`config.mk`:
```
export PLATFORM = sky130hd
export DESIGN_NAME = fmul_rr_arbiter_flat
export DESIGN_NICKNAME = d
export VERILOG_FILES = /design/src/rtl/fmul_arb_pkg.sv /design/src/rtl/fmul_rr_arbiter_if.sv /design/src/rtl/fmul_tag_pipe.sv /design/src/rtl/fmul_rr_arbiter.sv /design/src/flat_wrapper.sv
export SDC_FILE = /design/constraint.sdc
export NUM_CORES = 1
export LEC_CHECK = 0
export BUFFER_PORTS_ARGS = -buffer_cell sky130_fd_sc_hd__clkbuf_2
export CAP_MARGIN = 20
export CORE_AREA = 2 2 156 158
export DETAILED_ROUTE_END_ITERATION = 16
export DIE_AREA = 0 0 158 160
export RECOVER_POWER = 100
export SETUP_SLACK_MARGIN = 0.4
export SLEW_MARGIN = 5
export SYNTH_ARGS = -nofsm -noshare
export SYNTH_HDL_FRONTEND = slang
export SYNTH_SLANG_ARGS = --single-unit
```
`constraint.sdc`:
```
create_clock -name clk -period 2.95 [get_ports clk]
set_clock_uncertainty 0.1 [all_clocks]
set_input_delay 0.1475 -clock clk [delete_from_list [all_inputs] [get_ports clk]]
set_output_delay 0.1475 -clock clk [all_outputs]
set_load 0.01 [all_outputs]
```
`src/rtl/fmul_arb_pkg.sv`:
```
// Shared types and the round-robin pick helper for the FMUL issue arbiter.
// Widths are sized for the largest supported requester count (8).
package fmul_arb_pkg;

   localparam int unsigned FP_W     = 32;
   localparam int unsigned NREQ_MAX = 8;
   localparam int unsigned ID_MAX_W = 3;

   typedef logic [FP_W-1:0] fp32_t;

   typedef struct packed {
      logic                valid;
      logic [ID_MAX_W-1:0] id;
   } tag_t;

   typedef struct packed {
      logic                found;
      logic [ID_MAX_W-1:0] idx;
   } pick_t;

   // First set bit of req at or above ptr, wrapping modulo n.
   function automatic pick_t rr_pick(input logic [NREQ_MAX-1:0] req,
                                     input logic [ID_MAX_W-1:0] ptr,
                                     input int unsigned         n);
      pick_t               pick;
      int unsigned         j;
      logic [ID_MAX_W-1:0] k;
      pick = '0;
      for (int unsigned i = 0; i < NREQ_MAX; i++) begin
         j = (32'(ptr) + i) % n;
         k = ID_MAX_W'(j);
         if (i < n && !pick.found && req[k]) begin
            pick.found = 1'b1;
            pick.idx   = k;
         end
      end
      return pick;
   endfunction

endpackage

```
`src/rtl/fmul_rr_arbiter_if.sv`:
```
// Request/response bundle between the VLIW issue slots and the FMUL arbiter.
interface fmul_rr_arbiter_if
   import fmul_arb_pkg::*;
#(
   parameter int unsigned NREQ = 4,
   parameter int unsigned IDW  = 2
);

   logic [NREQ-1:0]      req_valid;
   logic [NREQ*FP_W-1:0] req_a;
   logic [NREQ*FP_W-1:0] req_b;
   logic [NREQ-1:0]      req_ready;
   logic                 resp_valid;
   logic [IDW-1:0]       resp_id;
   fp32_t                resp_data;

   modport master (
      output req_valid, req_a, req_b,
      input  req_ready, resp_valid, resp_id, resp_data
   );

   modport slave (
      input  req_valid, req_a, req_b,
      output req_ready, resp_valid, resp_id, resp_data
   );

endinterface

```
`src/rtl/fmul_tag_pipe.sv`:
```
// MUL_LAT-deep shift register of in-flight tags; reset or flush clears every stage.
module fmul_tag_pipe
   import fmul_arb_pkg::*;
#(
   parameter int unsigned MUL_LAT = 2
) (
   input  logic clk_i,
   input  logic rst_ni,
   input  logic flush_i,
   input  tag_t tag_i,
   output tag_t tag_o
);

   tag_t stage_q [MUL_LAT];

   always_ff @(posedge clk_i) begin
      if (!rst_ni || flush_i) begin
         for (int i = 0; i < MUL_LAT; i++) stage_q[i] <= '0;
      end else begin
         stage_q[0] <= tag_i;
         for (int i = 1; i < MUL_LAT; i++) stage_q[i] <= stage_q[i-1];
      end
   end

   assign tag_o = stage_q[MUL_LAT-1];

endmodule

```
`src/rtl/fmul_rr_arbiter.sv`:
```
// Round-robin arbiter sharing one pipelined FMUL among NREQ issue slots.
// Optional perf counters are built when FMUL_ARB_PERF_EN is defined.
module fmul_rr_arbiter
   import fmul_arb_pkg::*;
#(
   parameter int unsigned NREQ    = 4,
   parameter int unsigned IDW     = 2,
   parameter int unsigned MUL_LAT = 2
) (
   input  logic             clk,
   input  logic             rst_n,
   input  logic             flush,
   fmul_rr_arbiter_if.slave bus,
   output fp32_t            mul_a,
   output fp32_t            mul_b,
`ifdef FMUL_ARB_PERF_EN
   output logic [31:0]      perf_issue,
   output logic [31:0]      perf_conflict,
`endif
   input  fp32_t            mul_out
);

   logic [IDW-1:0] rr_ptr_q, rr_ptr_d;
   fp32_t          mul_a_q, mul_a_d;
   fp32_t          mul_b_q, mul_b_d;
   tag_t           issue_q, issue_d;
   tag_t           tag_out;
   pick_t          pick;
   logic [IDW-1:0] winner;
   logic           hs;

   always_comb begin
      pick          = rr_pick(NREQ_MAX'(bus.req_valid), ID_MAX_W'(rr_ptr_q), NREQ);
      winner        = IDW'(pick.idx);
      bus.req_ready = '0;
      if (rst_n && !flush && pick.found) bus.req_ready[winner] = 1'b1;
      hs            = |(bus.req_valid & bus.req_ready);

      issue_d       = '0;
      issue_d.valid = hs;
      issue_d.id    = pick.idx;
      rr_ptr_d      = rr_ptr_q;
      mul_a_d       = mul_a_q;
      mul_b_d       = mul_b_q;
      if (hs) begin
         rr_ptr_d = (winner == IDW'(NREQ - 1)) ? '0 : winner + 1'b1;
         mul_a_d  = bus.req_a[FP_W*winner +: FP_W];
         mul_b_d  = bus.req_b[FP_W*winner +: FP_W];
      end
   end

   // The issue tag sits beside the operand register; the pipe then tracks the
   // multiplier's MUL_LAT stages so the tag lines up with mul_out.
   always_ff @(posedge clk) begin
      if (!rst_n) begin
         rr_ptr_q <= '0;
         mul_a_q  <= '0;
         mul_b_q  <= '0;
         issue_q  <= '0;
      end else begin
         rr_ptr_q <= rr_ptr_d;
         mul_a_q  <= mul_a_d;
         mul_b_q  <= mul_b_d;
         issue_q  <= flush ? '0 : issue_d;
      end
   end

   fmul_tag_pipe #(
      .MUL_LAT (MUL_LAT)
   ) u_tag_pipe (
      .clk_i   (clk),
      .rst_ni  (rst_n),
      .flush_i (flush),
      .tag_i   (issue_q),
      .tag_o   (tag_out)
   );

   assign mul_a          = mul_a_q;
   assign mul_b          = mul_b_q;
   assign bus.resp_valid = tag_out.valid;
   assign bus.resp_id    = IDW'(tag_out.id);
   assign bus.resp_data  = mul_out;

`ifdef FMUL_ARB_PERF_EN
   logic [31:0] perf_issue_q, perf_conflict_q;
   logic        multi_req;

   assign multi_req = $countones(bus.req_valid) > 1;

   always_ff @(posedge clk) begin
      if (!rst_n) begin
         perf_issue_q    <= '0;
         perf_conflict_q <= '0;
      end else if (!flush) begin
         if (hs)        perf_issue_q    <= perf_issue_q + 32'd1;
         if (multi_req) perf_conflict_q <= perf_conflict_q + 32'd1;
      end
   end

   assign perf_issue    = perf_issue_q;
   assign perf_conflict = perf_conflict_q;
`endif

endmodule
```
`src/flat_wrapper.sv`:
```
// flat-port wrapper written by rule: the top's interface ports become plain ports
module fmul_rr_arbiter_flat import fmul_arb_pkg::*;
#(
   parameter int unsigned NREQ    = 4,
   parameter int unsigned IDW     = 2,
   parameter int unsigned MUL_LAT = 2
)
  (clk, rst_n, flush, mul_a, mul_b, mul_out, bus_req_valid, bus_req_a, bus_req_b, bus_req_ready, bus_resp_valid, bus_resp_id, bus_resp_data);
  fmul_rr_arbiter_if #(.NREQ(NREQ), .IDW(IDW)) bus_i ();
  input  logic clk;
  input  logic rst_n;
  input  logic flush;
  output fp32_t mul_a;
  output fp32_t mul_b;
  input  fp32_t mul_out;
  input wire logic [$bits(bus_i.req_valid)-1:0] bus_req_valid;
  input wire logic [$bits(bus_i.req_a)-1:0] bus_req_a;
  input wire logic [$bits(bus_i.req_b)-1:0] bus_req_b;
  output wire logic [$bits(bus_i.req_ready)-1:0] bus_req_ready;
  output wire logic [$bits(bus_i.resp_valid)-1:0] bus_resp_valid;
  output wire logic [$bits(bus_i.resp_id)-1:0] bus_resp_id;
  output wire logic [$bits(bus_i.resp_data)-1:0] bus_resp_data;
  assign bus_i.req_valid = bus_req_valid;
  assign bus_i.req_a = bus_req_a;
  assign bus_i.req_b = bus_req_b;
  assign bus_req_ready = bus_i.req_ready;
  assign bus_resp_valid = bus_i.resp_valid;
  assign bus_resp_id = bus_i.resp_id;
  assign bus_resp_data = bus_i.resp_data;
  fmul_rr_arbiter #(.NREQ(NREQ), .IDW(IDW), .MUL_LAT(MUL_LAT)) u_core (.clk(clk), .rst_n(rst_n), .flush(flush), .bus(bus_i), .mul_a(mul_a), .mul_b(mul_b), .mul_out(mul_out));
endmodule
```
-- Word level (Yosys, flattened, before mapping)
Memory sizes are Yosys's and may differ from the RTL's.
Cells that the tools add are included.
- memory bits (writable): 8
- bits in registers: 70
- word-level logic and storage cells: 60
- memories kept: 1
- output and inout port bits: 103
- memories (memory ; words ; width ; read ports ; clocked after Yosys merged registers in ; write ports ; RTL line ; text):
    u_core.u_tag_pipe.stage_q ; 2 ; 4 ; 2 ; 0 ; 2 ; fmul_tag_pipe.sv:14 ; tag_t stage_q [MUL_LAT];
- magnitude comparators: 6
- add/sub/neg operators: 4
- bitwise logic cells: 4
- reductions and logical operators: 15
- shift operators: 2
- equal/unequal tests: 1
- mux-type cells: 21
- operators with widths (operator ; number):
    indexed part select 128 x 8 -> 32 bit ; 2
    two-way mux 4 bit ; 7
    < comparator 2 x 4 -> 1 bit (second input constant) ; 4
    binary-select mux 1 bit (select 2 bit) ; 4
    two-way mux 1 bit ; 8
    logical AND 1 bit ; 6
    logical NOT 1 bit ; 5
    OR reduction 5 bit ; 1
    adder 2 x 1 -> 2 bit (second input constant) ; 2
    adder 2 bit (second input constant) ; 2
    AND 4 bit ; 1
    OR reduction 4 bit ; 1
    < comparator 2 x 3 -> 1 bit (second input constant) ; 1
    demux 1 bit (select 2 bit) ; 1
    == test 2 bit (second input constant) ; 1
    >= comparator 2 x 1 -> 1 bit (second input constant) ; 1
    two-way mux 2 bit ; 1
    bitwise OR 1 bit ; 2
    OR reduction 2 bit ; 1
    logical OR 1 bit ; 1
    NOT 1 bit ; 1

-- Logic depth before layout (Yosys ltp)
- word-level depth: 19
- gate-level depth with buffers: 13
- gate-level depth less buffers: 9

-- Cells and area by module
From an unflattened synthesis, not the netlist that was laid out.
- cell total of the unflattened synthesis: 520
- area, all modules: 5007.3 um^2
- by module, submodules not included (module ; instances ; area an instance (um^2) ; cells an instance ; seq. area each (um^2)):
    fmul_rr_arbiter ; 1 ; 4747.1 ; 500 ; 1381.3
    fmul_tag_pipe ; 1 ; 260.2 ; 20 ; 160.2

-- Least setup slack after synthesis
No wires, ideal clock.
- path kind: register to register
- from: register u_core.rr_ptr_q[1]
- to: register u_core.mul_a_q[23] (netlist: u_core.mul_a[23])
- arrival: 2.391 ns
- path slack: 0.343 ns
- stages on the path, launching flop included: 12
- library setup time: 0.116 ns
- path buffers: 5
- cells stage by stage: dfxtp_1 -> mux2i_1 -> o221ai_1 -> buf_2 -> buf_1 -> ha_1 -> nand2_1 -> a31o_1 -> buf_2 -> buf_6 -> clkbuf_1 -> a31o_1
- longest elaborated chain between the ends: 19
- ends and longest elaborated chain (element ; RTL line ; text):
    start: declaration ; fmul_rr_arbiter.sv:23 ; logic [IDW-1:0] rr_ptr_q, rr_ptr_d;
    start signal: assignment ; fmul_rr_arbiter.sv:61 ; rr_ptr_q <= rr_ptr_d;
    branches (longest 11 deep; another with adder 2 x 1 -> 2 bit) ; - ;
    two-way mux 4 bit (*) ; fmul_arb_pkg.sv:32 ; if (i < n && !pick.found && req[k]) begin
    < comparator 2 x 3 -> 1 bit (implied by the code) / >= comparator 2 x 1 -> 1 bit (equally long branches) ; fmul_rr_arbiter.sv:36 ; if (rst_n && !flush && pick.found) bus.req_ready[winner] = 1'b1;
    logical AND 1 bit (implied by the code) ; fmul_rr_arbiter.sv:36 ;
    two-way mux 1 bit (implied by the code) ; fmul_rr_arbiter.sv:36 ;
    demux 1 bit (select 2 bit) ; - ;
    two-way mux 4 bit ; fmul_rr_arbiter.sv:36 ;
    AND 4 bit ; fmul_rr_arbiter.sv:37 ; hs = |(bus.req_valid & bus.req_ready);
    OR reduction 4 bit ; fmul_rr_arbiter.sv:37 ;
    end signal: assignment ; fmul_rr_arbiter.sv:62 ; mul_a_q <= mul_a_d;
    end: declaration ; fmul_rr_arbiter.sv:24 ; fp32_t mul_a_q, mul_a_d;
Mark *: on every way between the ends. The select of a mux whose other input is x is not followed.
A chain may end at the register's enable or synchronous reset.

-- Final worst setup path
- from: register u_core.rr_ptr_q[1]
- to: register u_core.mul_a_q[3] (netlist: u_core.mul_a[3])
Same word-level chain as after synthesis.

==> metrics list <==
- Yosys printed 0 warnings.
- At the later pin of the worst-skew pair, clock insertion delay measures 340 ps.
- Final hold slack: 127 ps
- Worst slew slack as a fraction of its limit: 15.8%
* Combinational share of power: 34.1%
- Proportion of synthesized chip area in sequential cells: 31.5%
- The analysis attributes to net switching a power of 1.28 mW.
* Cells taking the most area after synthesis: sky130_fd_sc_hd__dfxtp_1 32%, sky130_fd_sc_hd__a311oi_1 12%, sky130_fd_sc_hd__nand2_1 10%
- The worst setup path is launched from a register.
- Count of hold-fix buffers inserted at cts: 0
* Maximum number of pins on one net before global-route repair: 131
* Die boundary height: 160 microns
* PnR worst setup slack: 434 ps
- Clock-pin slew was measured on the worst setup and hold paths at 70 ps.
* Clock root cell: sky130_fd_sc_hd__clkbuf_16
- Average detailed-routed wire length per instance: 16.1 microns
- Fin crit period: 2520 ps
- Registers are responsible for 33.3% of the overall power.
* Fraction of final layout cells sized beyond drive strength 1: 39.0%
* Top post-synthesis cells by count: 132 x sky130_fd_sc_hd__nand2_1, 75 x sky130_fd_sc_hd__dfxtp_1, 65 x sky130_fd_sc_hd__and3_1
* Proportion of power drawn by the clock network: 32.6%
- Internal: 2.42 mW
- Die area: 25300 sq um
- The synthesized design contains 75 register bits.
- Io pins: 398
- RSZ-0062 raised after global routing: yes
* Synthesized area per cell: 7.93 sq um
* Slew at the pin with the worst max-slew slack: 1250 ps
* Final setup violation count: 0
- Critical path data arrival time: 2640 ps
- Yosys mapped a number of flops with a built-in enable equal to 0.
- After global routing the overflow that remains totals 0.
- The pre-antenna-repair detailed-routing pass consisted of 5 iterations.
- During placement, the flow inserted port buffers numbering 333.
- Status: finished, final reports clean
- The synthesized design devotes to its leading area cell type 31.5% of total area.
* Max Slew Vio Count: 0
- The worst setup path is captured at a register.
- Required time at the worst-slack endpoint: 3080 ps
* First-pass GRT wire length: 27.1 mm
- The number of placed instances, taps included, is 1163.
* Number of standard cells in the final layout excluding fillers: 1185
* Final Power: 3.70 mW
- In the final layout, the multi-input gates occupy 2740 sq um.
- Final HPWL from detailed placement: 12.8 mm
* Maximum fanout along the worst path: 22
- OpenSTA, run right after detailed placement, puts the worst setup slack at 230 ps.
* Area of the core: 23800 sq um
- In the final design database the tool counted 1152 nets.
- After synthesis the cells add up to 4760 sq um.
* Final routed DRC violation total: 0
- Across the run, the number of max-cap violations was 0.
- Leakage power: 3.17 nW
* Starting DRC count in detailed routing: 385
- The worst-case IR drop observed on VDD is 241 uV.
- Last weighted congestion value of the routability-driven placer: 0.813
* FF+latch area: 1500 sq um
- Antenna violations before repair: 0
- Dividing total power by cell area gives a power density of 547 nW/um^2.
* TritonCTS clock tree: yes
- Antenna diodes: 0
* Count of clock tree sinks: 75
- ANT nets after route: 0
* Cell with the most instances after synthesis: sky130_fd_sc_hd__nand2_1
- The min-delay analysis places its worst path in the category in2reg.
- After synthesis, the netlist uses 30 different library cells.
- After detailed routing, the total wire length is 19.1 mm.
* Syn_nets: 896
* Clock Tree Buf Depth: 2
- The largest total area in the synthesized netlist belongs to sky130_fd_sc_hd__dfxtp_1.
* Number of rows in the core area: 57
- The count of endpoints failing hold in the final timing report came to 0.
* Clock buffer count from CTS: 9
- Fill cells: 2671
- H-Tree Level Count: 3
- Proportion of total power due to net switching: 34.7%
* Layout overhead on the synthesized area: 42.3%
- For the final routed database, the setup TNS stands at 0 ps.
- Post-synthesis cell count: 600
* Number of global-route vias before repair: 5383
- Starting Density: 20.0%
- The routed layout has 5695 vias.
- The worst setup path is of the reg2reg kind.
- The die is 158 microns wide.
* Dominant register cell in the synthesized netlist: sky130_fd_sc_hd__dfxtp_1
* Maximum clock rate: 0.397 GHz
- Using the TritonRoute via totals, the vias-per-cell ratio works out to 4.81.
- Dividing the final minimum period by the clock period gives 85.3%.
* Asr flop ratio synth: 0%
- Aggregate global-route resource usage: 13.6%
==> path summary, 6_finish.rpt <==
| path | from | to | slack (ps) | depth (start not counted) |
|---|---|---|---|---|
| max reg2reg | u_core.rr_ptr_q[1] | u_core.mul_a[3] | 430 | 10 |
| min | bus_req_a[75] | u_core.mul_a[11] | 130 | 4 |
| max | u_core.rr_ptr_q[1] | u_core.mul_a[3] | 430 | 10 |
| min reg2reg | u_core.issue_q[1] | u_core.u_tag_pipe.stage_q[0][1] | 320 | 1 |
==> worst max-delay path, stage by stage (launching register included) <==
cell                       delay [ps]
sky130_fd_sc_hd__dfxtp_1          390
sky130_fd_sc_hd__nand2_1          140
sky130_fd_sc_hd__a221o_2          370
sky130_fd_sc_hd__nand2_1          130
sky130_fd_sc_hd__inv_1            100
sky130_fd_sc_hd__ha_1             200
sky130_fd_sc_hd__nand2_1          170
sky130_fd_sc_hd__a31o_4           290
sky130_fd_sc_hd__buf_12           200
sky130_fd_sc_hd__a311oi_1          60
sky130_fd_sc_hd__a31o_2           250
==> cell families (layout without fill, tap and decap cells) <==
kind of cell / after synthesis / in the layout / synth area share [%]
AO/OA/AOI/OAI: 200 / 202 / 34.9
multiplexers: 1 / 1 / 0.210
flip-flops: 75 / 75 / 31.5
AND/OR/NAND/NOR: 213 / 213 / 20.9
buffers and inverters: 110 / 369 / 12.2
adder cells (fa/ha/maj): 1 / 1 / 0.263
==> cells in the final DEF, fill, tap and decap left out, drive strengths merged, types with 3 or more instances in the layout <==
cell type  synthesis  routed
nor2b              3       3
a211oi            64      64
inv                5       6
nor2               3       3
and3              65      65
nand2            132     132
clkbuf            49     345
dfxtp             75      75
and2               6       6
a311oi            64      64
a31o              65      67
buf               56      13
==> state kept, by name, summed over array words and instances, names as in the netlist <==
name                       cells
u_core.mul_a                  32
u_core.mul_b                  32
u_core.u_tag_pipe.stage_q      6
u_core.issue_q                 3
u_core.rr_ptr_q                2
==> area by class of cell <==
cell class,instances,share of cell area (%)
multi-input combinational,417,40.5
timing repair buffer,348,26.4
sequential,75,22.2
tap,324,5.98
clock buffer,10,3.38
clock inverter,6,1.31
inverter,5,0.277
==> per-stage QoR <==
step | util [%] | instance area [sq um]
3_3_place_gp | 27.1 | 6450
4_1_cts | 28.4 | 6780
3_5_place_dp | 27.1 | 6450
6_report | 28.4 | 6770
5_1_grt | 28.4 | 6770
2_1_floorplan | - | 4760
==> timing repair <==
item                       4_1_cts  5_1_grt
resized for setup                2        4
setup endpoints to repair       59       60
cloned                           0        4
buffers inserted                 0        2
pin swaps                        0        1
==> metal layers <==
metal	track usage (%)	vias up	wire length [microns]
met4	3.77	0	331
met3	3.91	24	1480
met2	25.0	256	9350
met1	15.0	2659	7900
li1	-	2756	-
met5	0	-	0
==> power groups by stage <==
stage                     combinational [mW]  clock, mW  sequential (mW)
after CTS                               1.27       1.27             1.23
after floorplan                        0.730          0             1.31
after global routing                    1.39       1.30             1.25
final                                   1.26       1.21             1.23
after detailed placement                1.26          0             1.26
after global placement                  1.26          0             1.25
(Power assumes the default switching activity.)
